### src/rtl/uart_axi_tx_fifo_pkg.sv
// ============================================================================
// Module : uart_axi_tx_fifo_pkg
// Brief  : Shared register map and FIFO constants for the UART AXI TX path.
// Rev    : 1.0  initial release
// ============================================================================
`default_nettype none

package uart_axi_tx_fifo_pkg;

    localparam int          UART_FIFO_DEPTH = 16;
    localparam int          UART_FIFO_PTR_W = $clog2(UART_FIFO_DEPTH);
    localparam logic [4:0]  UART_REG_TR     = 5'h00;
    localparam logic [4:0]  UART_REG_LC     = 5'h0C;

    typedef enum logic [1:0] {
        FIFO_HOLD = 2'b00,
        FIFO_PUSH = 2'b01,
        FIFO_POP  = 2'b10,
        FIFO_BOTH = 2'b11
    } fifo_op_e;

    function automatic fifo_op_e fifo_op(input logic push, input logic pop);
        return fifo_op_e'({pop, push});
    endfunction

endpackage

`default_nettype wire

### src/rtl/uart_axi_fifo_mem.sv
// ============================================================================
// Module : uart_axi_fifo_mem
// Brief  : DEPTH x DATA_WIDTH storage, synchronous write, asynchronous read.
// Rev    : 1.0  initial release
// ============================================================================
`default_nettype none

module uart_axi_fifo_mem #(
    parameter int DEPTH      = 16,
    parameter int DATA_WIDTH = 8,
    parameter int PTR_W      = $clog2(DEPTH)
) (
    input  logic                  clk,
    input  logic                  rst,
    input  logic                  wr_en,
    input  logic [PTR_W-1:0]      wr_addr,
    input  logic [DATA_WIDTH-1:0] wr_data,
    input  logic [PTR_W-1:0]      rd_addr,
    output logic [DATA_WIDTH-1:0] rd_data
);

    logic [DATA_WIDTH-1:0] r_mem [DEPTH];

    always_ff @(posedge clk or posedge rst) begin
        if (rst) begin
            for (int i = 0; i < DEPTH; i++) begin
                r_mem[i] <= '0;
            end
        end else if (wr_en) begin
            r_mem[wr_addr] <= wr_data;
        end
    end

    assign rd_data = r_mem[rd_addr];

endmodule

`default_nettype wire

### src/rtl/uart_axi_tx_fifo.sv
// ============================================================================
// Module : uart_axi_tx_fifo
// Brief  : Transmit-holding FIFO fed by AXI-lite TR writes, with sticky overrun.
// Rev    : 1.0  initial release
// ============================================================================
`default_nettype none

module uart_axi_tx_fifo
    import uart_axi_tx_fifo_pkg::*;
#(
    parameter int DEPTH      = UART_FIFO_DEPTH,
    parameter int DATA_WIDTH = 8,
    parameter int ADDR_WIDTH = 5
) (
    input  logic                         clk,
    input  logic                         wb_rst_i,
    input  logic                         we,
    input  logic [ADDR_WIDTH-1:0]        addr_in,
    input  logic [DATA_WIDTH-1:0]        w_data_in,
    input  logic                         dlab,
    input  logic                         fifo_clr,
    input  logic                         tx_pop,
    output logic [DATA_WIDTH-1:0]        tx_data,
    output logic                         tx_empty,
    output logic                         tx_full,
    output logic [$clog2(DEPTH):0]       tx_count,
    output logic                         tf_overrun
);

    localparam int PTR_W = $clog2(DEPTH);

    logic [PTR_W-1:0] r_rd_ptr;
    logic [PTR_W-1:0] r_wr_ptr;
    logic [PTR_W:0]   r_count;
    logic             r_overrun;

    logic             w_empty;
    logic             w_full;
    logic             w_push_req;
    logic             w_pop_ok;
    logic             w_push_ok;
    logic             w_mem_we;

    assign w_empty    = (r_count == '0);
    assign w_full     = (r_count == (PTR_W+1)'(DEPTH));
    assign w_push_req = we & (addr_in == ADDR_WIDTH'(UART_REG_TR)) & ~dlab;
    assign w_pop_ok   = tx_pop & ~w_empty;
    assign w_push_ok  = w_push_req & (~w_full | w_pop_ok);
    // A flush in the same cycle discards the push, so storage must not see it either.
    assign w_mem_we   = w_push_ok & ~fifo_clr;

    always_ff @(posedge clk or posedge wb_rst_i) begin
        if (wb_rst_i) begin
            r_rd_ptr  <= '0;
            r_wr_ptr  <= '0;
            r_count   <= '0;
            r_overrun <= 1'b0;
        end else if (fifo_clr) begin
            r_rd_ptr  <= '0;
            r_wr_ptr  <= '0;
            r_count   <= '0;
            r_overrun <= 1'b0;
        end else begin
            if (w_push_ok) begin
                r_wr_ptr <= r_wr_ptr + 1'b1;
            end
            if (w_pop_ok) begin
                r_rd_ptr <= r_rd_ptr + 1'b1;
            end
            case (fifo_op(w_push_ok, w_pop_ok))
                FIFO_PUSH: r_count <= r_count + 1'b1;
                FIFO_POP:  r_count <= r_count - 1'b1;
                default:   r_count <= r_count;
            endcase
            if (w_push_ok) begin
                r_overrun <= 1'b0;
            end else if (w_push_req) begin
                r_overrun <= 1'b1;
            end
        end
    end

    uart_axi_fifo_mem #(
        .DEPTH      (DEPTH),
        .DATA_WIDTH (DATA_WIDTH),
        .PTR_W      (PTR_W)
    ) u_mem (
        .clk     (clk),
        .rst     (wb_rst_i),
        .wr_en   (w_mem_we),
        .wr_addr (r_wr_ptr),
        .wr_data (w_data_in),
        .rd_addr (r_rd_ptr),
        .rd_data (tx_data)
    );

    assign tx_empty   = w_empty;
    assign tx_full    = w_full;
    assign tx_count   = r_count;
    assign tf_overrun = r_overrun;

endmodule

`default_nettype wire

### config.mk
export PLATFORM = sky130hd
export DESIGN_NAME = uart_axi_tx_fifo
export DESIGN_NICKNAME = d
export VERILOG_FILES = /design/src/rtl/uart_axi_tx_fifo_pkg.sv /design/src/rtl/uart_axi_fifo_mem.sv /design/src/rtl/uart_axi_tx_fifo.sv
export SDC_FILE = /design/constraint.sdc
export NUM_CORES = 1
export LEC_CHECK = 0
export CORE_MARGIN = 2
export CORE_UTILIZATION = 53
export DETAILED_ROUTE_END_ITERATION = 10
export PLACE_DENSITY = 0.74
export SETUP_SLACK_MARGIN = 0.2
export SKIP_LAST_GASP = 1
export SYNTH_ARGS = -nofsm -noshare
export SYNTH_HDL_FRONTEND = slang
export SYNTH_SLANG_ARGS = --single-unit
### constraint.sdc
create_clock -name clk -period 5.5 [get_ports clk]
set_input_delay 1.1 -clock clk [delete_from_list [all_inputs] [get_ports clk]]
set_output_delay 1.1 -clock clk [all_outputs]
set_load 0.01 [all_outputs]
* Word-level counts from Yosys, hierarchy flattened
Cells that the tools add are included. W data, S select, Z words.
Word-level totals: output and inout bits 16, input bits 19, logic and storage cells 64, register bits after elaboration 142
Cells by class: add/sub/neg operators 4, eq/ne operators 3, reductions and logical operators 7, bitwise logic cells 12, $lt $le $gt $ge 3, multiplexer cells 15
Operators by type and width (count):
- $bwmux W128 | 1
- $bmux W8 S4 | 1
- $demux W8 S4 | 1
- $mux W8 | 3
- $mux W4 | 4
- $ge A5 B5 Y1 const B | 2
- $logic_not A5 Y1 | 2
- $not A4 Y5 | 2
- $pmux W5 S2 | 1
- $add A4 B1 Y4 const B | 2
- $reduce_bool A3 Y1 | 2
- $add A5 B1 Y5 const B | 1
- $and A1 B1 Y1 | 5
- $eq A5 B5 Y1 const B | 1
- $lt A5 B1 Y1 const B | 1
- $mux W5 | 1
- $sub A5 B1 Y5 const B | 1
- $not A1 Y1 | 4
- $reduce_bool A2 Y1 | 2
- $mux W1 | 3
- $eq A2 B1 Y1 const B | 1
- $eq A2 B2 Y1 const B | 1
- $logic_and A1 B1 Y1 | 1
- $or A1 B1 Y1 | 1

* Depth between registers and ports, before layout
Gate-level depths: netlist of the first run.
depth in word-level cells 8, depth in mapped cells 10, depth with buffers taken out 10

* Hierarchy
From an unflattened synthesis of the first run, not the netlist that was laid out.
Unflattened totals: cell total of the unflattened synthesis 462, area total of the unflattened synthesis 6877.8 µm²
By module, submodules not included:
- uart_axi_fifo_mem | area each 5953.2 µm², cells an instance 369, instances 1, seq. area each 3203.1 µm²
- uart_axi_tx_fifo | area each 924.6 µm², cells an instance 93, instances 1, seq. area each 350.3 µm²

* Worst setup path after synthesis of the first run
Ideal clock, no wire load.
path kind register to output, start point reg r_rd_ptr[0], end point out tx_data[0], path buffers 2, data required time 4400 ps, setup slack 2148 ps, arrival 2252 ps, stages on the path, launching flop included 5, cells stage by stage dfrtp_1 clkbuf_1 buf_1 mux4_2 mux4_2
Between the ends: longest elaborated chain between the ends 4
Ends and longest elaborated chain:
- start, declared | RTL line uart_axi_tx_fifo.sv:32 | logic [PTR_W-1:0] r_rd_ptr;
- start signal, assigned | RTL line uart_axi_tx_fifo.sv:68 | r_rd_ptr <= r_rd_ptr + 1'b1;
- $not A4 Y5 (not written as such) | RTL line uart_axi_fifo_mem.sv:34 | assign rd_data = r_mem[rd_addr];
- $bmux W8 S4 | RTL line uart_axi_fifo_mem.sv:34
- $mux W8 (not written as such) (2 in a row) | RTL line uart_axi_fifo_mem.sv:34
- end, declared | RTL line uart_axi_tx_fifo.sv:23 | output logic [DATA_WIDTH-1:0] tx_data,
Every way passes these cells. The select of a mux whose other input is x is not followed.

* Worst setup path in the final report of the first run
start point reg r_rd_ptr[0], end point out tx_data[7]
Same word-level chain as after synthesis.

==> results of run 1 <==
==> layout by cell type, fill, tap and decap left out, drive strengths merged, types with 8 or more instances in the layout <==
master	instances
mux2	128
ha	8
inv	8
nor3	12
dfrtp	142
nor2	15
mux4	40
clkbuf	20
clkinv	9
clkdlybuf4s50	34
==> flip-flops by register name, indices dropped and copies added (netlist names) <==
register / flops
r_rd_ptr: 4
r_wr_ptr: 4
tf_overrun: 1
u_mem.r_mem: 128
tx_count: 5
==> metal layers <==
layer / vias to the layer above / track usage / wire length (um)
met1: 2027 / 0.312 / 6300
met5: - / 0 / 0
met4: 0 / 0.0670 / 137
met2: 67 / 0.328 / 6620
met3: 10 / 0.0523 / 623
li1: 1689 / - / -
==> worst paths after layout <==
| kind | cells past startpoint | end |
|---|---|---|
| max | 4 | tx_data[7] |
| min | 1 | u_mem.r_mem[110] |
| max reg2reg | 4 | u_mem.r_mem[104] |
| min reg2reg | 1 | u_mem.r_mem[110] |
| max in group asynchronous | 3 | u_mem.r_mem[67] |
| min in group asynchronous | 2 | u_mem.r_mem[121] |
==> final cells by class <==
cell class	instances	area (um^2)	share of cell area
multi-input cells	261	3140	0.400
inverters	8	35.0	0.00447
clock inverters	12	71.3	0.00910
clock buffers	20	457	0.0583
repair buffers	38	370	0.0472
flip-flops and latches	142	3550	0.453
well taps	172	215	0.0275
==> metrics by stage <==
step                      instances  worst slack [ps]
after floorplan                 440               590
after global placement          621              1400
after detailed placement        621              1380
after CTS                       653              1340
after global routing            653              1240
final                           653              1410
==> logic make-up (layout without fill, tap and decap cells) <==
logic type | after synthesis | after routing
and+or+nand+nor | 56 | 56
AOI/OAI and AO/OA | 15 | 15
buffers and inverters | 37 | 78
xor gates and xnor gates | 8 | 8
muxes | 173 | 173
DFF | 142 | 142
adders and majority gates | 9 | 9
==> power breakdown <==
group          leakage [uW]  internal, uW  switching [uW]  total, uW
logic               0.00144           196             209        405
clock network      0.000261           592             423       1010
registers           0.00198          1070            31.0       1100
==> critical path: cells and delay by family (launching register included) <==
family	cells	cell delay (ps)
mux	2	1090
flops	1	580
buf+inv	2	880
==> qor.yml, run 1 <==
outcome: "completed"
htree_levels: 4
drcViolationCount: 0
clockBufferDepth: 2
critPathLaunchType: "flop"
synthAdderAreaFrac: 0.0175
cts.clk_slew.worst_paths_ps: 60
required_ps: 4400
max-cap-violations: 0
crit_top_cell: "mux4_2"
initial_core_util: 0.543
crit_chain: "buf_4, mux4_2, mux4_2, clkdlybuf4s50_1"
num_vias: 3793
fin_setup_tns_ps: 0
viasPerCell: 5.81
cts.sinks: 142
post_cts_buffers: 0
yosysTopAreaCell: "dfrtp_1"
fin_hold_ws_ps: 501
dpl-instance-area_um2: 7310
fillers: 944
core_um2: 12600
p_leak_uw: 0.00368
hp-class: "flop to flop"
synth_compound_gate_area_share: 0.0139
ctsResizeCount: 0
die_w_um: 118
synthMuxAreaShare: 0.358
maxSlewViolCount: 0
grt_pass1_vias: 4014
worstPathMaxFanout: 16
yosys.area_share.simple: 0.0581
ctsRootBufferMaster: "clkbuf_16"
arrival_ps: 2990
die_y_um: 118
die_area_um2: 13900
portBuffers: 34
max_stage_delay_ps: 590
clk_latency_ps: 420
synth_top_family_by_area: "multiplexers"
endpoint_kind: "output port"
synthArstFlopShare: 1.00
antenna_found_initial: 0
drive_above_1_share: 0.457
hpwl_mm: 9.03
rsz0062_at_grt: "false"
utilization: 0.621
synth_area_per_cell_um2: 15.6
slowest_stage: "mux4_2"
ys_seq_area_frac: 0.518
fmax_mhz: 245
irDropWorstVdd_mv: 0.281
ys_top_cells_by_count: "142 x dfrtp_1, 112 x mux2_2, 40 x mux4_2"
r2r-start: "tx_count[1]"
critPathKind: "flop to output port"
slew_headroom: 0.292
synth_top_flop_cell: "dfrtp_1"
finalCritPeriodShare: 0.743
synthesis.nets: 468
gp_congestion: 0.778
grt_max_degree: 111
p_total_uw: 2520
power_density_nw_per_um2: 321
setup_viol: 0
cts_inserted_buffers: 17
final.min_clock_period_ps: 4090
grt_util_all_layers: 0.216
grt_first_pass_wirelength_mm: 22.5
nNetsFinal: 496
synthesis.area_um2: 6850
yosys_warnings: 0
synth.most_common_cell: "dfrtp_1"
cts_tree: "built"
area_growth_syn_to_layout_pct: 14.4
post_drt_wl_per_cell_um: 20.9
rows: 41
yosysTopAreaCellShare: 0.518
yosys-top-cells-area: "dfrtp_1 52%, mux2_2 18%, mux4_2 13%"
synth.ff_latch_count: 142
synth_xor_area_frac: 0.0102
min_from: "u_mem.r_mem[110]"
r2r_slack_ps: 2410
first_pass_iters: 4
worst_pin_slew_ps: 1060
netlist_instances: 440
yosysUniqueCellTypes: 36
diodes: 0
grt-ovfl-total: 0
synth_edf_count: 0
design_area_um2: 7840
antenna_left: 0
startpoint: "r_rd_ptr[0]"
finalHoldViolCount: 0
clock_skew_ps: 7.11
routed_wl_mm: 13.7
ioPinCount: 35
drt_iter0_markers: 227
ctsHoldBuffers: 0
Note: power is estimated with default switching activity, not from simulation.
==> run 2, diff against run 1 <==
==> constraint.sdc (replaced) <==
create_clock -name clk -period 4.2 [get_ports clk]
set_input_delay 0.84 -clock clk [delete_from_list [all_inputs] [get_ports clk]]
set_output_delay 0.84 -clock clk [all_outputs]
set_load 0.01 [all_outputs]
==> run 2 against run 1 <==
  * Power is 35% higher
  * Clock-buffer cell count is 7 higher
  * Sequential share of layout area is 0.73 points lower
  * Sequential power is 30% higher
  * Critical endpoint is now tx_data[2]
  * Final cell count is 1.5% higher
  * Worst setup slack worse by 710 ps
  * Via count is 0.24% higher
  * First-iteration DRC count is 37% lower
  * Worst hold slack worse by 0.62 ps
  * Critical path type unchanged
  * Non-clock buffer count is 10 higher
  * Largest power group unchanged
  * Register-to-register slack worse by 1200 ps
  * Wire length is 0.94% lower
==> qor.yml, run 2 (synthesis gave the netlist of run 1 again) <==
outcome: "completed"
cts_tree: "built"
finalHoldViolCount: 0  # unchanged
drcViolationCount: 0  # unchanged
clockBufferDepth: 2  # unchanged
crit_top_cell: "mux4_2"
cts_inserted_buffers: 17  # unchanged
die_y_um: 118  # unchanged
required_ps: 3360  # -1040 ps
maxSlewViolCount: 0  # unchanged
startpoint: "r_rd_ptr[0]"
grt_pass1_vias: 4183  # +4.2%
drt_iter0_markers: 142  # -37%
fin_setup_tns_ps: 0  # unchanged
routed_wl_mm: 13.6  # -0.94%
grt-ovfl-total: 0  # unchanged
grt_util_all_layers: 0.216  # -0.000333
critPathLaunchType: "flop"
die_w_um: 118  # unchanged
power_density_nw_per_um2: 425  # +32%
gp_congestion: 0.786  # +1.0%
r2r-start: "tx_count[1]"
clk_latency_ps: 420  # about the same
rows: 41  # unchanged
fmax_mhz: 286
num_vias: 3802  # +0.24%
largest_reg_flops: 128  # unchanged
fillers: 954  # +1.1%
hpwl_mm: 9.31  # +3.0%
register_area_um2: 3550  # unchanged
post_cts_buffers: 0  # unchanged
grt_first_pass_wirelength_mm: 22.9  # +1.5%
slew_headroom: 0.345  # +0.0533
hp-class: "flop to flop"
ctsHoldBuffers: 0  # unchanged
diodes: 0  # unchanged
critPathKind: "flop to output port"
setup_viol: 0  # unchanged
cts.sinks: 142  # unchanged
crit_family: "multiplexers"
timing.final.ws_setup_ps: 700  # -712 ps
hold_path_depth: 1  # unchanged
irDropWorstVdd_mv: 0.275  # -2.2%
cts.clk_slew.worst_paths_ps: 60  # about the same
core_um2: 12600  # unchanged
antenna_left: 0  # unchanged
regMostFlops: "u_mem.r_mem"
antenna_found_initial: 0  # unchanged
clock_skew_ps: 5.37  # -1.74 ps
final.min_clock_period_ps: 3500
place_ws_ps: 553  # -823 ps
slowest_stage: "mux4_2"
crit_chain: "buf_12, mux4_2, mux4_2, clkdlybuf4s50_1"
max-cap-violations: 0  # unchanged
finalCritPeriodShare: 0.833
ioPinCount: 35  # unchanged
cp.depth: 4  # unchanged
min_from: "u_mem.r_mem[11]"
final_common_cell: "dfrtp_1"
area_growth_syn_to_layout_pct: 16.2
portBuffers: 34  # unchanged
first_pass_iters: 4  # unchanged
grt_max_degree: 63  # -43%
cp_num_buf_inv: 2  # unchanged
max_stage_delay_ps: 590  # about the same
drive_above_1_share: 0.458  # +0.000868
nNetsFinal: 506  # +2.0%
final_cell_mix: "141 x dfrtp_1, 112 x mux2_2, 40 x mux4_2"
worst_pin_slew_ps: 980  # -82.1 ps
rsz0062_at_grt: "false"
ctsResizeCount: 0  # unchanged
worstPathMaxFanout: 35  # +19
initial_core_util: 0.543  # unchanged
post_drt_wl_per_cell_um: 20.4  # -2.4%
ff2ff_path_depth: 10  # +6
arrival_ps: 2660  # -330 ps
die_area_um2: 13900  # unchanged
multi_input_area_um2: 3140  # unchanged
ctsRootBufferMaster: "clkbuf_16"
htree_levels: 4  # unchanged
p_leak_uw: 0.00374  # +1.7%
endpoint_kind: "output port"
viasPerCell: 5.73  # -1.3%
-- run 2: worst paths after layout --
path,to,slack [ps]
setup / recovery,tx_data[2],700
hold / removal,u_mem.r_mem[11],500
setup reg to reg,tx_count[4],1170
hold reg to reg,u_mem.r_mem[11],500
max in group asynchronous,r_rd_ptr[0],2350
min in group asynchronous,u_mem.r_mem[97],980
-- run 2: cell type report --
cell class	count	share of cell area
Sequential cell	142	0.446
Multi-Input combinational cell	261	0.394
Clock buffer	27	0.0631
Timing Repair Buffer	48	0.0590
Tap cell	172	0.0270
Clock inverter	5	0.00691
Inverter	8	0.00424
-- run 2: power breakdown --
| part | internal (uW) | switching [uW] | leakage [uW] | total, uW |
|---|---|---|---|---|
| clock network | 875 | 530 | 0.000268 | 1410 |
| registers | 1400 | 30.2 | 0.00198 | 1430 |
| logic | 266 | 290 | 0.00150 | 556 |
| total | 2540 | 850 | 0.00374 | 3390 |
-- run 2: routing by layer --
layer  wire length (um)  vias to the layer above  track usage
li1                   -                     1705            -
met1               6310                     2038        0.297
met2               6690                       39        0.343
met3                332                       20       0.0412
met4                216                        0       0.0851
met5                  0                        -            0
-- run 2: worst reg2reg max path: stages (launching register included) --
cell and delay (ps):
dfrtp_1 420, or4_1 620, o21a_1 290, o21ai_0 190, inv_1 150, ha_1 350, nand2b_1 90, a21oi_1 110
or4_1 420, a21o_1 200, a31oi_1 120
-- run 2: metrics by stage --
| stage | hold WS [ps] | instance area, um^2 | util | std cells | power [uW] |
|---|---|---|---|---|---|
| 6_report | 500 | 7970 | 0.631 | 663 | 3390 |
| 2_1_floorplan | 474 | 6860 | - | 440 | 1810 |
| 4_1_cts | 499 | 7970 | 0.631 | 663 | 3420 |
| 3_5_place_dp | 487 | 7410 | 0.587 | 631 | 2010 |
| 3_3_place_gp | 483 | 7410 | 0.587 | 631 | 2000 |
| 5_1_grt | 510 | 7970 | 0.631 | 663 | 3540 |
==> run 3, diff against run 2 <==
--- a/config.mk
+++ b/config.mk
@@ -8,7 +8,7 @@
 export CORE_MARGIN = 2
 export CORE_UTILIZATION = 53
 export DETAILED_ROUTE_END_ITERATION = 10
-export PLACE_DENSITY = 0.74
+export PLACE_DENSITY = 0.76
 export SETUP_SLACK_MARGIN = 0.2
 export SKIP_LAST_GASP = 1
 export SYNTH_ARGS = -nofsm -noshare
==> constraint.sdc (replaced) <==
create_clock -name clk -period 3 [get_ports clk]
set_input_delay 0.6 -clock clk [delete_from_list [all_inputs] [get_ports clk]]
set_output_delay 0.6 -clock clk [all_outputs]
set_load 0.01 [all_outputs]
==> run 3 against run 2 <==
  * Wire length down 0.68%
  * Register-to-register slack got worse by 860 ps
  * Power increased by 45%
  * Global-route usage shrank 0.30 points
  * Final cell count grew 3.3%
  * Sequential share of layout area fell by 2.0 points
  * Die area is the same
  * Worst setup slack worse by 620 ps
  * Final area is 4.7% higher
  * Via count increased by 3.8%
  * Critical path type unchanged
  * Highest routed layer unchanged
==> qor.yml, run 3 (synthesis gave the netlist of run 1 again) <==
outcome: "completed"
ff2ff_path_depth: 10  # unchanged
grt_max_degree: 92  # +46%
initial_core_util: 0.543  # unchanged
final_cell_mix: "139 x dfrtp_1, 112 x mux2_2, 40 x mux4_2"
arrival_ps: 2320  # -340 ps
portBuffers: 34  # unchanged
cts_inserted_buffers: 17  # unchanged
final.min_clock_period_ps: 2920
drive_above_1_share: 0.513  # +0.0544
antenna_found_initial: 0  # unchanged
utilization: 0.661  # +0.0295
clockBufferDepth: 2  # unchanged
final_common_cell: "dfrtp_1"
register_area_um2: 3560  # about the same
rsz0062_at_grt: "true"
regMostFlops: "u_mem.r_mem"
multi_input_area_um2: 3160  # +0.92%
p_leak_uw: 0.00394  # +5.2%
fillers: 897  # -6.0%
cts.clk_slew.worst_paths_ps: 50  # about the same
nNetsFinal: 533  # +5.3%
p_comb_frac: 0.201  # +0.037
die_area_um2: 13900  # unchanged
endpoint_kind: "output port"
required_ps: 2400  # -960 ps
core_um2: 12600  # unchanged
post_drt_wl_per_cell_um: 19.6  # -3.9%
max-cap-violations: 0  # unchanged
drcViolationCount: 0  # unchanged
power_density_nw_per_um2: 590  # +39%
diodes: 0  # unchanged
hold_path_depth: 1  # unchanged
fin_hold_ws_ps: 502  # +1.39 ps
worst_pin_slew_ps: 630  # -351 ps
largest_reg_flops: 128  # unchanged
seqPwrFrac: 0.409  # -0.012
min_from: "u_mem.r_mem[100]"
power.switching_uw: 1210  # +42%
ctsRootBufferMaster: "clkbuf_16"
rows: 41  # unchanged
worstPathMaxFanout: 8  # -77%
r2r-start: "tx_count[0]"
area_growth_syn_to_layout_pct: 21.7
cts_tree: "built"
grt_pass1_vias: 4233  # +1.2%
viasPerCell: 5.76  # +0.43%
fmax_mhz: 342
finalCritPeriodShare: 0.973
critPathLaunchType: "flop"
grt-ovfl-total: 0  # unchanged
setup_viol: 0  # unchanged
hp-class: "flop to flop"
power.internal_uw: 3710  # +46%
hold-path-endpoint: "u_mem.r_mem[100]"
swShare: 0.245  # -0.00560
ioPinCount: 35  # unchanged
gp_congestion: 0.779  # -0.85%
r2r_end: "tx_count[4]"
critPathKind: "flop to output port"
clock_skew_ps: 9.97  # +4.60 ps
p_clk_frac: 0.390  # -0.025
hpwl_mm: 9.03  # -3.0%
drt_iter0_markers: 207  # +46%
first_pass_iters: 4  # unchanged
irDropWorstVdd_mv: 0.389  # +42%
grt_util_all_layers: 0.213  # -0.00303
num_vias: 3945  # +3.8%
grt_first_pass_wirelength_mm: 22.6  # -1.3%
clk_latency_ps: 410  # about the same
die_y_um: 118  # unchanged
finalHoldViolCount: 0  # unchanged
htree_levels: 4  # unchanged
antenna_left: 0  # unchanged
slew_headroom: 0.568  # +0.223
maxSlewViolCount: 0  # unchanged
r2r_slack_ps: 310  # -860 ps
cts.sinks: 142  # unchanged
die_w_um: 118  # unchanged
routed_wl_mm: 13.5  # -0.68%
==> run 3: changes by cell type in the layout (fill, tap and decap cells not counted), moves of 8 or more <==
cell	before	now
buf_4	12	25
clkdlybuf4s50_1	34	26
buf_12	2	10
buf_6	0	9
==> run 3: through the flow <==
stage	TNS (ps)	setup WS [ps]	power (uW)	instance area (um^2)	std cells
floorplan	0	255	2530	6860	440
global placement	-4690	-195	2870	7620	648
detailed placement	-9180	-270	2890	7620	648
CTS	0	65.4	4940	8310	685
global route	0	16.0	5150	8340	685
finish	0	80.2	4920	8340	685
==> run 3: worst max-delay path by stage <==
| stage | cells after the start | slack, ps | start | end |
|---|---|---|---|---|
| after floorplan | 10 | 250 | tx_count[1] | tx_count[4] |
| after CTS | 5 | 70 | r_rd_ptr[0] | tx_data[4] |
| after global placement | 10 | -200 | dlab | tx_count[4] |
| after detailed placement | 10 | -270 | dlab | tx_count[4] |
| final | 5 | 80 | r_rd_ptr[0] | tx_data[4] |
| after global routing | 5 | 20 | r_rd_ptr[0] | tx_data[5] |
==> run 3: layer usage <==
layer	routed length, um	vias to the layer above	GRT usage
li1	-	1756	-
met1	6120	2112	0.295
met2	6720	61	0.334
met3	441	16	0.0557
met4	182	0	0.0670
met5	0	-	0
==> run 3: what timing repair did <==
action / CTS / global route
pin swaps: 0 / 2
gates resized for setup: 48 / 7
endpoints found under the setup margin: 10 / 9
setup buffers: 8 / 0
gates cloned: 2 / 0
hold buffers: 0 / 0
==> run 3: cell type report <==
class                   count  area share
flip-flops and latches    142       0.426
repair buffers             75       0.101
well taps                 172      0.0258
inverters                   8     0.00405
clock buffers              25      0.0594
multi-input cells         261       0.379
clock inverters             2     0.00420
==> run 3: power groups by stage <==
stage	clock [uW]	sequential (uW)	combinational [uW]
floorplan	0	2030	506
global placement	0	2030	840
detailed placement	0	2030	860
CTS	1960	2010	979
global route	2050	2020	1080
finish	1920	2010	991
==> run 3: worst max-delay path: stages, from the launching register on <==
cell,delay (ps)
dfrtp_2,470
buf_12,140
buf_16,130
mux4_2,540
mux4_2,490
buf_6,140
